[config.mk]
export PLATFORM = sky130hd
export DESIGN_NAME = fetch_controller
export DESIGN_NICKNAME = d
export VERILOG_FILES = /design/src/rtl/fetch_ctrl_pkg.sv /design/src/rtl/fetch_watchdog.sv /design/src/rtl/fetch_controller.sv
export SDC_FILE = /design/constraint.sdc
export NUM_CORES = 1
export LEC_CHECK = 0
export CORE_UTILIZATION = 42
export CTS_BUF_LIST = sky130_fd_sc_hd__clkbuf_8
export CTS_CLUSTER_DIAMETER = 200
export DETAILED_ROUTE_END_ITERATION = 6
export HOLD_SLACK_MARGIN = 0.05
export PLACE_DENSITY = 0.81
export RECOVER_POWER = 25
export SYNTH_ARGS = -nofsm -noshare
export SYNTH_HDL_FRONTEND = slang
export SYNTH_SLANG_ARGS = --single-unit
[constraint.sdc]
create_clock -name clock -period 1.7 [get_ports clock]
set_clock_uncertainty 0.05 [all_clocks]
set_input_delay 0.255 -clock clock [delete_from_list [all_inputs] [get_ports clock]]
set_output_delay 0.255 -clock clock [all_outputs]
set_load 0.01 [all_outputs]
[src/rtl/fetch_ctrl_pkg.sv]
// Shared types and PC-source encodings for the RV32I fetch controller.
package fetch_ctrl_pkg;

  typedef enum logic [2:0] {
    ST_BOOT,
    ST_ISSUE,
    ST_WAIT,
    ST_HOLD,
    ST_DRAIN
  } fetch_state_t;

  localparam logic [1:0] PC_SRC_SEQ_F = 2'd0;
  localparam logic [1:0] PC_SRC_SEQ_E = 2'd1;
  localparam logic [1:0] PC_SRC_ALU   = 2'd2;
  localparam logic [1:0] PC_SRC_BOOT  = 2'd3;

endpackage

[src/rtl/fetch_watchdog.sv]
// Watchdog for outstanding imem requests: counts un-acked cycles and raises a
// sticky timeout flag once MAX_WAIT is reached. Waiting continues regardless.
module fetch_watchdog #(
  parameter int MAX_WAIT = 64
) (
  input  logic clock,
  input  logic reset,
  input  logic i_active,
  input  logic i_ack,
  output logic o_timeout
);

  localparam logic [7:0] LIMIT = 8'(MAX_WAIT);

  logic [7:0] r_cnt;
  logic       r_timeout;
  logic [7:0] w_cnt_next;

  assign w_cnt_next = r_cnt + 8'd1;
  assign o_timeout  = r_timeout;

  always_ff @(posedge clock) begin
    if (reset) begin
      r_cnt     <= 8'd0;
      r_timeout <= 1'b0;
    end else if (!i_active || i_ack) begin
      r_cnt <= 8'd0;
    end else begin
      // Saturate so a stuck memory never wraps the count back below the limit.
      if (r_cnt != 8'hFF) r_cnt <= w_cnt_next;
      if (r_cnt == 8'hFF || w_cnt_next >= LIMIT) r_timeout <= 1'b1;
    end
  end

endmodule

[src/rtl/fetch_controller.sv]
// Fetch-stage sequencer: imem req/ack handshake, PC enable/select, one-entry
// instruction buffer. Optional perf counters under FETCH_CTRL_PERF_EN.
module fetch_controller
  import fetch_ctrl_pkg::*;
#(
  parameter int ADDR_W   = 32,
  parameter int INSTR_W  = 32,
  parameter int MAX_WAIT = 64
) (
  input  logic               clock,
  input  logic               reset,
  input  logic [ADDR_W-1:0]  PC_F,
  input  logic               stall_D,
  input  logic               redirect_E,
  input  logic [1:0]         redirect_sel_E,
  output logic               imem_req,
  output logic [ADDR_W-1:0]  imem_addr,
  input  logic               imem_ack,
  input  logic [INSTR_W-1:0] imem_rdata,
  output logic               enable_fetch,
  output logic [1:0]         pc_src_select,
  output logic [INSTR_W-1:0] instr_F,
  output logic               instr_valid_F,
  output logic               fetch_timeout
`ifdef FETCH_CTRL_PERF_EN
  ,
  output logic [31:0]        perf_fetched,
  output logic [31:0]        perf_stall_cycles,
  output logic [31:0]        perf_discards
`endif
);

  fetch_state_t       r_state;
  logic               r_req;
  logic [ADDR_W-1:0]  r_addr;
  logic [INSTR_W-1:0] r_instr;
  logic               r_valid;

  logic w_ack;
  logic w_waiting;

  // An ack is only meaningful while a request is outstanding.
  assign w_ack     = imem_ack && r_req;
  assign w_waiting = (r_state == ST_WAIT) || (r_state == ST_DRAIN);

  assign imem_req      = r_req;
  assign imem_addr     = r_addr;
  assign instr_F       = r_instr;
  assign instr_valid_F = r_valid;

  always_comb begin
    enable_fetch  = 1'b0;
    pc_src_select = PC_SRC_SEQ_F;
    if (r_state == ST_BOOT) begin
      enable_fetch  = 1'b1;
      pc_src_select = PC_SRC_BOOT;
    end else if (redirect_E) begin
      enable_fetch  = 1'b1;
      pc_src_select = redirect_sel_E;
    end else if (r_state == ST_HOLD && !stall_D) begin
      enable_fetch  = 1'b1;
      pc_src_select = PC_SRC_SEQ_F;
    end
  end

  always_ff @(posedge clock) begin
    if (reset) begin
      r_state <= ST_BOOT;
      r_req   <= 1'b0;
      r_addr  <= '0;
      r_instr <= '0;
      r_valid <= 1'b0;
    end else begin
      case (r_state)
        ST_BOOT: r_state <= ST_ISSUE;
        ST_ISSUE: begin
          // On redirect PC_F is stale this cycle; re-issue once the PC reloads.
          if (redirect_E) begin
            r_valid <= 1'b0;
          end else begin
            r_req   <= 1'b1;
            r_addr  <= PC_F;
            r_state <= ST_WAIT;
          end
        end
        ST_WAIT: begin
          if (redirect_E) begin
            r_valid <= 1'b0;
            if (w_ack) begin
              r_req   <= 1'b0;
              r_state <= ST_ISSUE;
            end else begin
              r_state <= ST_DRAIN;
            end
          end else if (w_ack) begin
            r_req   <= 1'b0;
            r_instr <= imem_rdata;
            r_valid <= 1'b1;
            r_state <= ST_HOLD;
          end
        end
        ST_HOLD: begin
          if (redirect_E || !stall_D) begin
            r_valid <= 1'b0;
            r_state <= ST_ISSUE;
          end
        end
        ST_DRAIN: begin
          if (redirect_E) r_valid <= 1'b0;
          if (w_ack) begin
            r_req   <= 1'b0;
            r_state <= ST_ISSUE;
          end
        end
        default: r_state <= ST_BOOT;
      endcase
    end
  end

  fetch_watchdog #(
    .MAX_WAIT (MAX_WAIT)
  ) u_watchdog (
    .clock     (clock),
    .reset     (reset),
    .i_active  (w_waiting),
    .i_ack     (w_ack),
    .o_timeout (fetch_timeout)
  );

`ifdef FETCH_CTRL_PERF_EN
  logic        w_accept;
  logic        w_stall_cyc;
  logic        w_discard;
  logic [31:0] r_perf_fetched;
  logic [31:0] r_perf_stall;
  logic [31:0] r_perf_discards;

  assign w_accept    = (r_state == ST_HOLD) && !stall_D && !redirect_E;
  assign w_stall_cyc = (r_state == ST_HOLD) && stall_D;
  assign w_discard   = w_ack && ((r_state == ST_DRAIN) ||
                                 (r_state == ST_WAIT && redirect_E));

  assign perf_fetched      = r_perf_fetched;
  assign perf_stall_cycles = r_perf_stall;
  assign perf_discards     = r_perf_discards;

  always_ff @(posedge clock) begin
    if (reset) begin
      r_perf_fetched  <= '0;
      r_perf_stall    <= '0;
      r_perf_discards <= '0;
    end else begin
      if (w_accept && r_perf_fetched != '1)     r_perf_fetched  <= r_perf_fetched + 32'd1;
      if (w_stall_cyc && r_perf_stall != '1)    r_perf_stall    <= r_perf_stall + 32'd1;
      if (w_discard && r_perf_discards != '1)   r_perf_discards <= r_perf_discards + 32'd1;
    end
  end
`endif

endmodule

* Word-level counts from Yosys, hierarchy flattened
Index checks and enable logic that the tools add are counted.
Word-level totals: register bits 78, input bits 71, output and inout bits 70, logic and storage cells 63
Cells by class: $add $sub $neg 1, order comparisons 1, equality and inequality tests 12, multiplexer cells 20, bitwise gates (word level) 2, reduce and logical (&&, ||, !) cells 20
Operator list (number):
- 2-to-1 mux 3 bit | 6
- one-hot mux 3 bit (5 select lines) | 1
- 2-to-1 mux 1 bit | 9
- adder 8 x 1 -> 8 bit, second input constant | 1
- equality test 8 bit, second input constant | 1
- greater-or-equal comparator 8 x 7 -> 1 bit, second input constant | 1
- inequality test 2 x 1 -> 1 bit, second input constant | 4
- inequality test 8 bit, second input constant | 1
- AND reduction 4 bit | 2
- equality test 3 x 2 -> 1 bit, second input constant | 2
- AND reduction 3 bit | 2
- OR reduction 2 bit | 3
- logical OR 1 bit | 4
- 2-to-1 mux 2 bit | 2
- AND reduction 2 bit | 2
- equality test 3 x 1 -> 1 bit, second input constant | 1
- equality test 3 bit, second input constant | 1
- logical NOT 3 bit | 1
- inequality test 3 x 2 -> 1 bit, second input constant | 1
- one-hot mux 1 bit (3 select lines) | 1
- nonzero test 3 bit | 1
- logical AND 1 bit | 2
- logical NOT 1 bit | 2
- inequality test 2 bit, second input constant | 1
- other kinds (3) | 4

* Longest topological paths before layout
word-level depth 6, mapped depth 6, gate-level depth less buffers 5

* Modules after synthesis
A second synthesis with hierarchy kept.
Second synthesis, totals: cells, all modules 377, area, all modules 3050.4 um^2
Modules (own cells, without submodules):
- fetch_controller | times used 1, cells each 329, area an instance 2643.8 um^2, seq. area each 1381.3 um^2
- fetch_watchdog | times used 1, cells each 48, area an instance 406.6 um^2, seq. area each 180.2 um^2

* Worst setup path before layout
No wires, ideal clock.
path kind register to register, start reg r_req, in the netlist imem_req, end reg u_watchdog.r_cnt[2], data arrival time 1.404 ns, required time 1.574 ns, path slack 0.170 ns, stages on the path, launching flop included 6, path buffers 1, clock period less this slack 1.530 ns, cells stage by stage dfxtp_1 -> and2_1 -> or4_4 -> buf_6 -> o21bai_1 -> a31oi_1
Between the ends: longest elaborated chain between the ends 3
RTL lines:
- start: declaration | RTL line fetch_controller.sv:34 | logic r_req;
- start signal: assignment | RTL line fetch_controller.sv:69 | r_req <= 1'b0;
- start signal: assignment | RTL line fetch_controller.sv:81 | r_req <= 1'b1;
- start signal: assignment | RTL line fetch_controller.sv:90 | r_req <= 1'b0;
- logical AND 1 bit | RTL line fetch_controller.sv:43 | assign w_ack = imem_ack && r_req;
- logical OR 1 bit | RTL line fetch_watchdog.sv:26 | end else if (!i_active || i_ack) begin
- OR reduction 2 bit (no source line)
- end signal: assignment | RTL line fetch_watchdog.sv:30 | if (r_cnt != 8'hFF) r_cnt <= w_cnt_next;
- end: declaration | RTL line fetch_watchdog.sv:15 | logic [7:0] r_cnt;
Every way passes these cells. A chain may end at the register's enable or synchronous reset.

* Final worst setup path
start reg r_state[1], end out pc_src_select[0]
Between the ends: longest elaborated chain between the ends 2
RTL lines:
- start: declaration | RTL line fetch_controller.sv:33 | fetch_state_t r_state;
- start signal: assignment | RTL line fetch_controller.sv:68 | r_state <= ST_BOOT;
- start signal: assignment | RTL line fetch_controller.sv:75 | ST_BOOT: r_state <= ST_ISSUE;
- start signal: assignment | RTL line fetch_controller.sv:83 | r_state <= ST_WAIT;
- logical NOT 3 bit | RTL line fetch_controller.sv:54 | if (r_state == ST_BOOT) begin
- 2-to-1 mux 2 bit | RTL line fetch_controller.sv:54
- end: declaration | RTL line fetch_controller.sv:21 | output logic [1:0] pc_src_select,
Every way passes these cells.

==> metrics.txt <==
non-filler cells, final=600; GRT Overall Usage=roughly 22%; # IOs=between 100 and 150; vias in the first global route=2,890; GPL Wtd Cong=0.8083; CTS root buf=clkbuf_8; CTS sink cnt=between 70 and 80; fin crit share=98.72%; Post-DP HPWL=5622 µm; Setup violations, final=0; count of flip-flops with a built-in enable after synthesis=0; Remaining Overflow, GRT=0; Critical Path End Type=output pin; final wirelength=~7800 µm; Synth cell types=34; fillers=554; ys flop type=dfxtp_1; Max H-tree Level=3; unrepaired setup endpoints after global routing=true; Area growth syn-to-layout=63.34%; ratio of cells with drive above 1 in the final layout=8.654%; FF+latch count, synth=between 70 and 80; Crit path buffers/inverters=2; Mapped Nets=approximately 440; Port Buffers=between 100 and 150; Seq/Total Area, Yosys=53.27%; min Tclk post-route=1678 ps; worst hold-check path type=in -> reg; P_leak=0.001712 µW; crit path launch=r_state[1]; Ys Warns=0; Max Cap Violations=0; die area=between 0.007 and 0.008 mm²; vias post-DR=3,007; antenna violations before repair=0; drt via density=5.012; max-slew violations=0; Post-Syn Area=0.002932 mm²; crit path max-delay cell type=dfxtp_2; wire length per cell=13.06 µm; DP Cell Count=582; power per standard cell area=895.5 mW/mm²; FP Rows=30; Chip Height=85.55 µm; top cells by count, synth=nand2_1 (134), dfxtp_1 (78), a21oi_1 (72); WP data required=between 1000 and 1500 ps; Cells after Synth=approximately 370; HP Start=reset; Longest Clk Path Bufs=2; CTS tree=done; Initial Util=a little over two fifths; status=finished, final reports clean; Placeable Area=0.006756 mm²; Yosys top cell by area=dfxtp_1; startpoint types=register; Final Hold Fails=0; setup TNS=0 ps; Worst slew margin=about three quarters; fraction of registers with async set/reset=0%; first-pass GRT wire length=12,750 µm; clk_lat worst skew=340 ps; largest fanout on the critical path=4; critical-path cell list=nor3_2 > buf_4 > a21o_1 > clkdlybuf4s15_1; worst slew pin tran=388.6 ps; nets=around 590; TritonCTS Buffers=9; VDD IR max=slightly below 0.7 mV; largest net degree at the start of global routing=38; achievable frequency=595.9 MHz; die width=85.55 µm; Worst Path Arrival=1370 ps; reg-to-reg startpoint=r_state[2]; Routed Antenna Nets=0; clock-pin slew on the worst setup and hold paths=roughly 80 ps; diodes inserted=0; Synth top area share=53.27%; Syn Area/Cell=7.902 µm²; dominant cells by area after synthesis=dfxtp_1 (53%), nand2_1 (17%), a21oi_1 (12%), clkbuf_1 (2.6%), nor2_1 (1.4%); DR pass1 iterations=4; most frequent cell after synthesis=nand2_1; Largest stage delay, worst path=340 ps; family with the most delay on the worst path=buffers and inverters; DRC Markers=0; WS Path Type=reg -> out; initial drt markers=113
==> layer usage <==
| layer | vias up | part of all wire, % | track usage (%) |
|---|---|---|---|
| met4 | 0 | 0.66 | 7.727 |
| met5 | - | 0 | 0 |
| met3 | 5 | 8.2 | 7.507 |
| met2 | 102 | 51 | 39.64 |
| met1 | 1390 | 40 | 23.81 |
| li1 | 1510 | - | - |
==> layout by cell type (no fill, tap or decap), types with 2 or more instances in the layout <==
| master | instances |
|---|---|
| nor2_1 | 11 |
| nand4b_1 | 2 |
| o21ai_0 | 5 |
| buf_12 | 4 |
| dfxtp_2 | 3 |
| buf_4 | 14 |
| dfxtp_1 | 75 |
| clkbuf_8 | 10 |
| nand4_1 | 2 |
| a21o_1 | 3 |
| dlygate4sd2_1 | 2 |
| a31o_2 | 2 |
| o21bai_1 | 2 |
| nand2_1 | 134 |
| a21oi_1 | 72 |
| mux2i_1 | 2 |
| and2_1 | 2 |
| xnor2_1 | 4 |
| bufinv_16 | 4 |
| clkdlybuf4s50_1 | 136 |
| nor3_1 | 5 |
| nand3_1 | 2 |
==> where the power goes <==
group | leakage [µW] | total, µW | switching [µW] | internal [µW]
logic | 0.000947 | 547 | 220 | 327
clock network | 0.000132 | 1830 | 669 | 1160
registers | 0.000633 | 1910 | 30.7 | 1880
==> stage by stage <==
stage / utilization (%) / area, µm² / worst slack (ps) / total power (µW) / hold slack (ps)
after detailed placement: 66.56 / 4497 / -192.9 / 2496 / 399.2
after CTS: 70.76 / 4781 / 13.72 / 4333 / 199.6
after global placement: 66.56 / 4497 / -155.1 / 2484 / 390.8
after global routing: 70.87 / 4788 / -59.59 / 4459 / 222.2
final: 70.87 / 4788 / 21.81 / 4288 / 216.2
after floorplan: - / 2932 / 170.2 / 2149 / 341.0
==> layout make-up <==
| type | instances | area, µm² | share of cell area, % |
|---|---|---|---|
| timing repair buffer | 160 | 1592 | 33.24 |
| sequential | 78 | 1565 | 32.69 |
| multi-input combinational | 265 | 1257 | 26.26 |
| clock buffer | 10 | 137.6 | 2.874 |
| clock inverter | 6 | 132.6 | 2.770 |
| tap | 80 | 100.1 | 2.090 |
| inverter | 1 | 3.754 | 0.07839 |
==> kinds of logic (layout without fill, tap and decap cells) <==
group	Yosys count	in the layout	synth area share (%)
adders and majority gates	1	1	0.4267
and+or+nand+nor	169	169	24.07
buffers and inverters	28	177	4.097
muxes	2	2	0.6829
AOI/OAI and AO/OA	89	89	16.26
xor gates and xnor gates	4	4	1.195
DFF	78	78	53.27
==> worst register-to-register path: stages, from the launching register on <==
cell and delay [ps]:
dfxtp_2 350, buf_4 170, nor2_1 190, clkbuf_4 180, and2_1 160, buf_12 190
nand2_1 80, a21oi_1 150
==> final timing paths <==
kind / slack, ps / cells after the start / to
max: 20 / 4 / pc_src_select[0]
min: 220 / 3 / r_state[2]
max reg2reg: 100 / 7 / imem_addr[21]
min reg2reg: 400 / 2 / imem_addr[7]
==> registers in the layout, summed over array words and instances, names as in the netlist <==
name                  count
r_state                   3
u_watchdog.o_timeout      1
imem_addr                32
imem_req                  1
instr_valid_F             1
instr_F                  32
u_watchdog.r_cnt          8
==> what timing repair did <==
item                                   4_1_cts  5_1_grt
hold buffers                                 0        0
setup endpoints to repair                    3        9
endpoints found under the hold margin        0        0
pin swaps                                    1        0
gates resized for setup                      8        1
buffers inserted                             1        1
(Power assumes the default switching activity.)
==> edit: new RTL, same settings <==
Re-encode `fetch_state_t` (5 states) as one-hot, 5 bits wide.
--- a/src/rtl/fetch_ctrl_pkg.sv
+++ b/src/rtl/fetch_ctrl_pkg.sv
@@ -3,8 +3,8 @@
 
-  typedef enum logic [2:0] {
-    ST_BOOT,
-    ST_ISSUE,
-    ST_WAIT,
-    ST_HOLD,
-    ST_DRAIN
+  typedef enum logic [4:0] {
+    ST_BOOT  = 5'b00001,
+    ST_ISSUE = 5'b00010,
+    ST_WAIT  = 5'b00100,
+    ST_HOLD  = 5'b01000,
+    ST_DRAIN = 5'b10000
   } fetch_state_t;
Check against the original RTL: no difference found for any inputs over 4 cycles, from zero or initial values and one cycle with reset high; so few cycles prove little.
==> edit against the original RTL <==
  * The flow now finishes with violations (negative setup slack)
  * Count of clock-buffer cells in the layout is 1 higher
  * Critical path type is now reg -> reg
  * Setup slack got worse by 66 ps
  * Design area rose by 11%
  * Sequential cell count increased by 2
  * Routed wire length is 23% higher
  * Area after synthesis up 6.2%
  * Critical endpoint is now imem_addr[6]
  * Synthesized cell count rose by 4.6%
Power is not compared: it rests on default switching activity, and its combinational part moved more than twofold at a synthesized area within 25%.
==> edit: results (changes against the original RTL) <==
| Metric | Value |
|---|---|
| Wire length of the first global-routing pass | 13200 µm (was 12800 µm) |
| Met1 layer usage reported by global route | 0.250 (was 0.238) |
| Sequential area share after synthesis | 0.514 (was 0.533) |
| Fill cells | 551 (was 554) |
| Vias per std cell | 4.96 (was 5.01) |
| GR met2 Demand/Resource | 0.389 (was 0.396) |
| Most common library cells after synthesis | sky130_fd_sc_hd__nand2_1 (139), sky130_fd_sc_hd__dfxtp_1 (80), sky130_fd_sc_hd__a21oi_1 (70) (was sky130_fd_sc_hd__nand2_1 (134), sky130_fd_sc_hd__dfxtp_1 (78), sky130_fd_sc_hd__a21oi_1 (72)) |
| Failing checks | negative setup slack |
| Most area-consuming cells after synthesis | sky130_fd_sc_hd__dfxtp_1 (51%), sky130_fd_sc_hd__nand2_1 (17%), sky130_fd_sc_hd__a21oi_1 (11%) (was sky130_fd_sc_hd__dfxtp_1 (53%), sky130_fd_sc_hd__nand2_1 (17%), sky130_fd_sc_hd__a21oi_1 (12%)) |
| First DRT Iteration DRCs | 152 (was 113) |
| Post_cts resized | 23 (was 8) |
| Worst path setup slack after routing | -43.9 ps (was 21.8 ps) |
| Pin count of the biggest net entering global routing | 58 (was 38) |
| Count of endpoints failing setup in the final report | 27 (was 0) |
| Pre-CTS setup slack | -264 ps (was -193 ps) |
| Fraction of final layout cells sized beyond drive strength 1 | 0.189 (was 0.0865) |
| Drt pass-1 iters | 6 (was 4) |
| Arrival time at the worst endpoint | 1970 ps (was 1370 ps) |
| Met3 track demand over resource in global routing | 0.0481 (was 0.0751) |
| Run status | finished, violations left (was completed) |
| Via count of the first global-routing pass | 2856 (was 2890) |
| Biggest fanout along the worst timing path | 6 (was 4) |
| Number of instances in the synthesized netlist | 388 (was 371) |
| Total nets after synthesis | 460 (was 443) |
| Placer's final routability congestion estimate | 0.775 (was 0.808) |
| Actual slew at the worst max-slew pin | 357 ps (was 389 ps) |
| Total setup buffers inserted after CTS | 2 (was 1) |
## edit: cells by family after synthesis
logic type / share of synthesized area
xor gates and xnor gates: 0.0141
buffers and inverters: 0.0535
and+or+nand+nor: 0.254
AOI/OAI and AO/OA: 0.153
adders and majority gates: 0.00402
muxes: 0.00643
DFF: 0.514
## edit: worst paths after layout
kind | start | end | slack [ps] | cells past startpoint
hold / removal | reset | r_state[3] | 140 | 2
hold reg to reg | instr_F[9] | instr_F[9] | 400 | 2
setup / recovery | r_state[3] | imem_addr[6] | -40 | 8
setup reg to reg | r_state[3] | imem_addr[6] | -40 | 8
## edit: report_power, final
part	total (W)	internal (W)	switching [W]
Sequential	0.00201	0.00195	0.0000604
Clock	0.00138	0.000744	0.000636
Combinational	0.00118	0.000631	0.000550
## edit: per-stage QoR
| step | hold slack, ps | util | total power (W) | instance area (µm²) |
|---|---|---|---|---|
| 2_1_floorplan | 341 | - | 0.00244 | 3110 |
| 3_3_place_gp | 387 | 0.653 | 0.00294 | 4710 |
| 3_5_place_dp | 394 | 0.653 | 0.00296 | 4710 |
| 4_1_cts | 124 | 0.690 | 0.00442 | 4980 |
| 5_1_grt | 140 | 0.734 | 0.00475 | 5300 |
| 6_report | 143 | 0.734 | 0.00457 | 5300 |
## edit: routing by layer
| metal | wire length, µm | vias to the layer above |
|---|---|---|
| met5 | 0 | - |
| met4 | 315 | 0 |
| met3 | 610 | 26 |
| met2 | 4890 | 106 |
| met1 | 3820 | 1502 |
| li1 | - | 1612 |
## edit: cell type report
class | count | area share
Tap cell | 99 | 0.0234
Clock inverter | 5 | 0.00898
Inverter | 2 | 0.00142
Timing Repair Buffer | 178 | 0.341
Sequential cell | 80 | 0.304
Clock buffer | 11 | 0.0286
Multi-Input combinational cell | 279 | 0.293
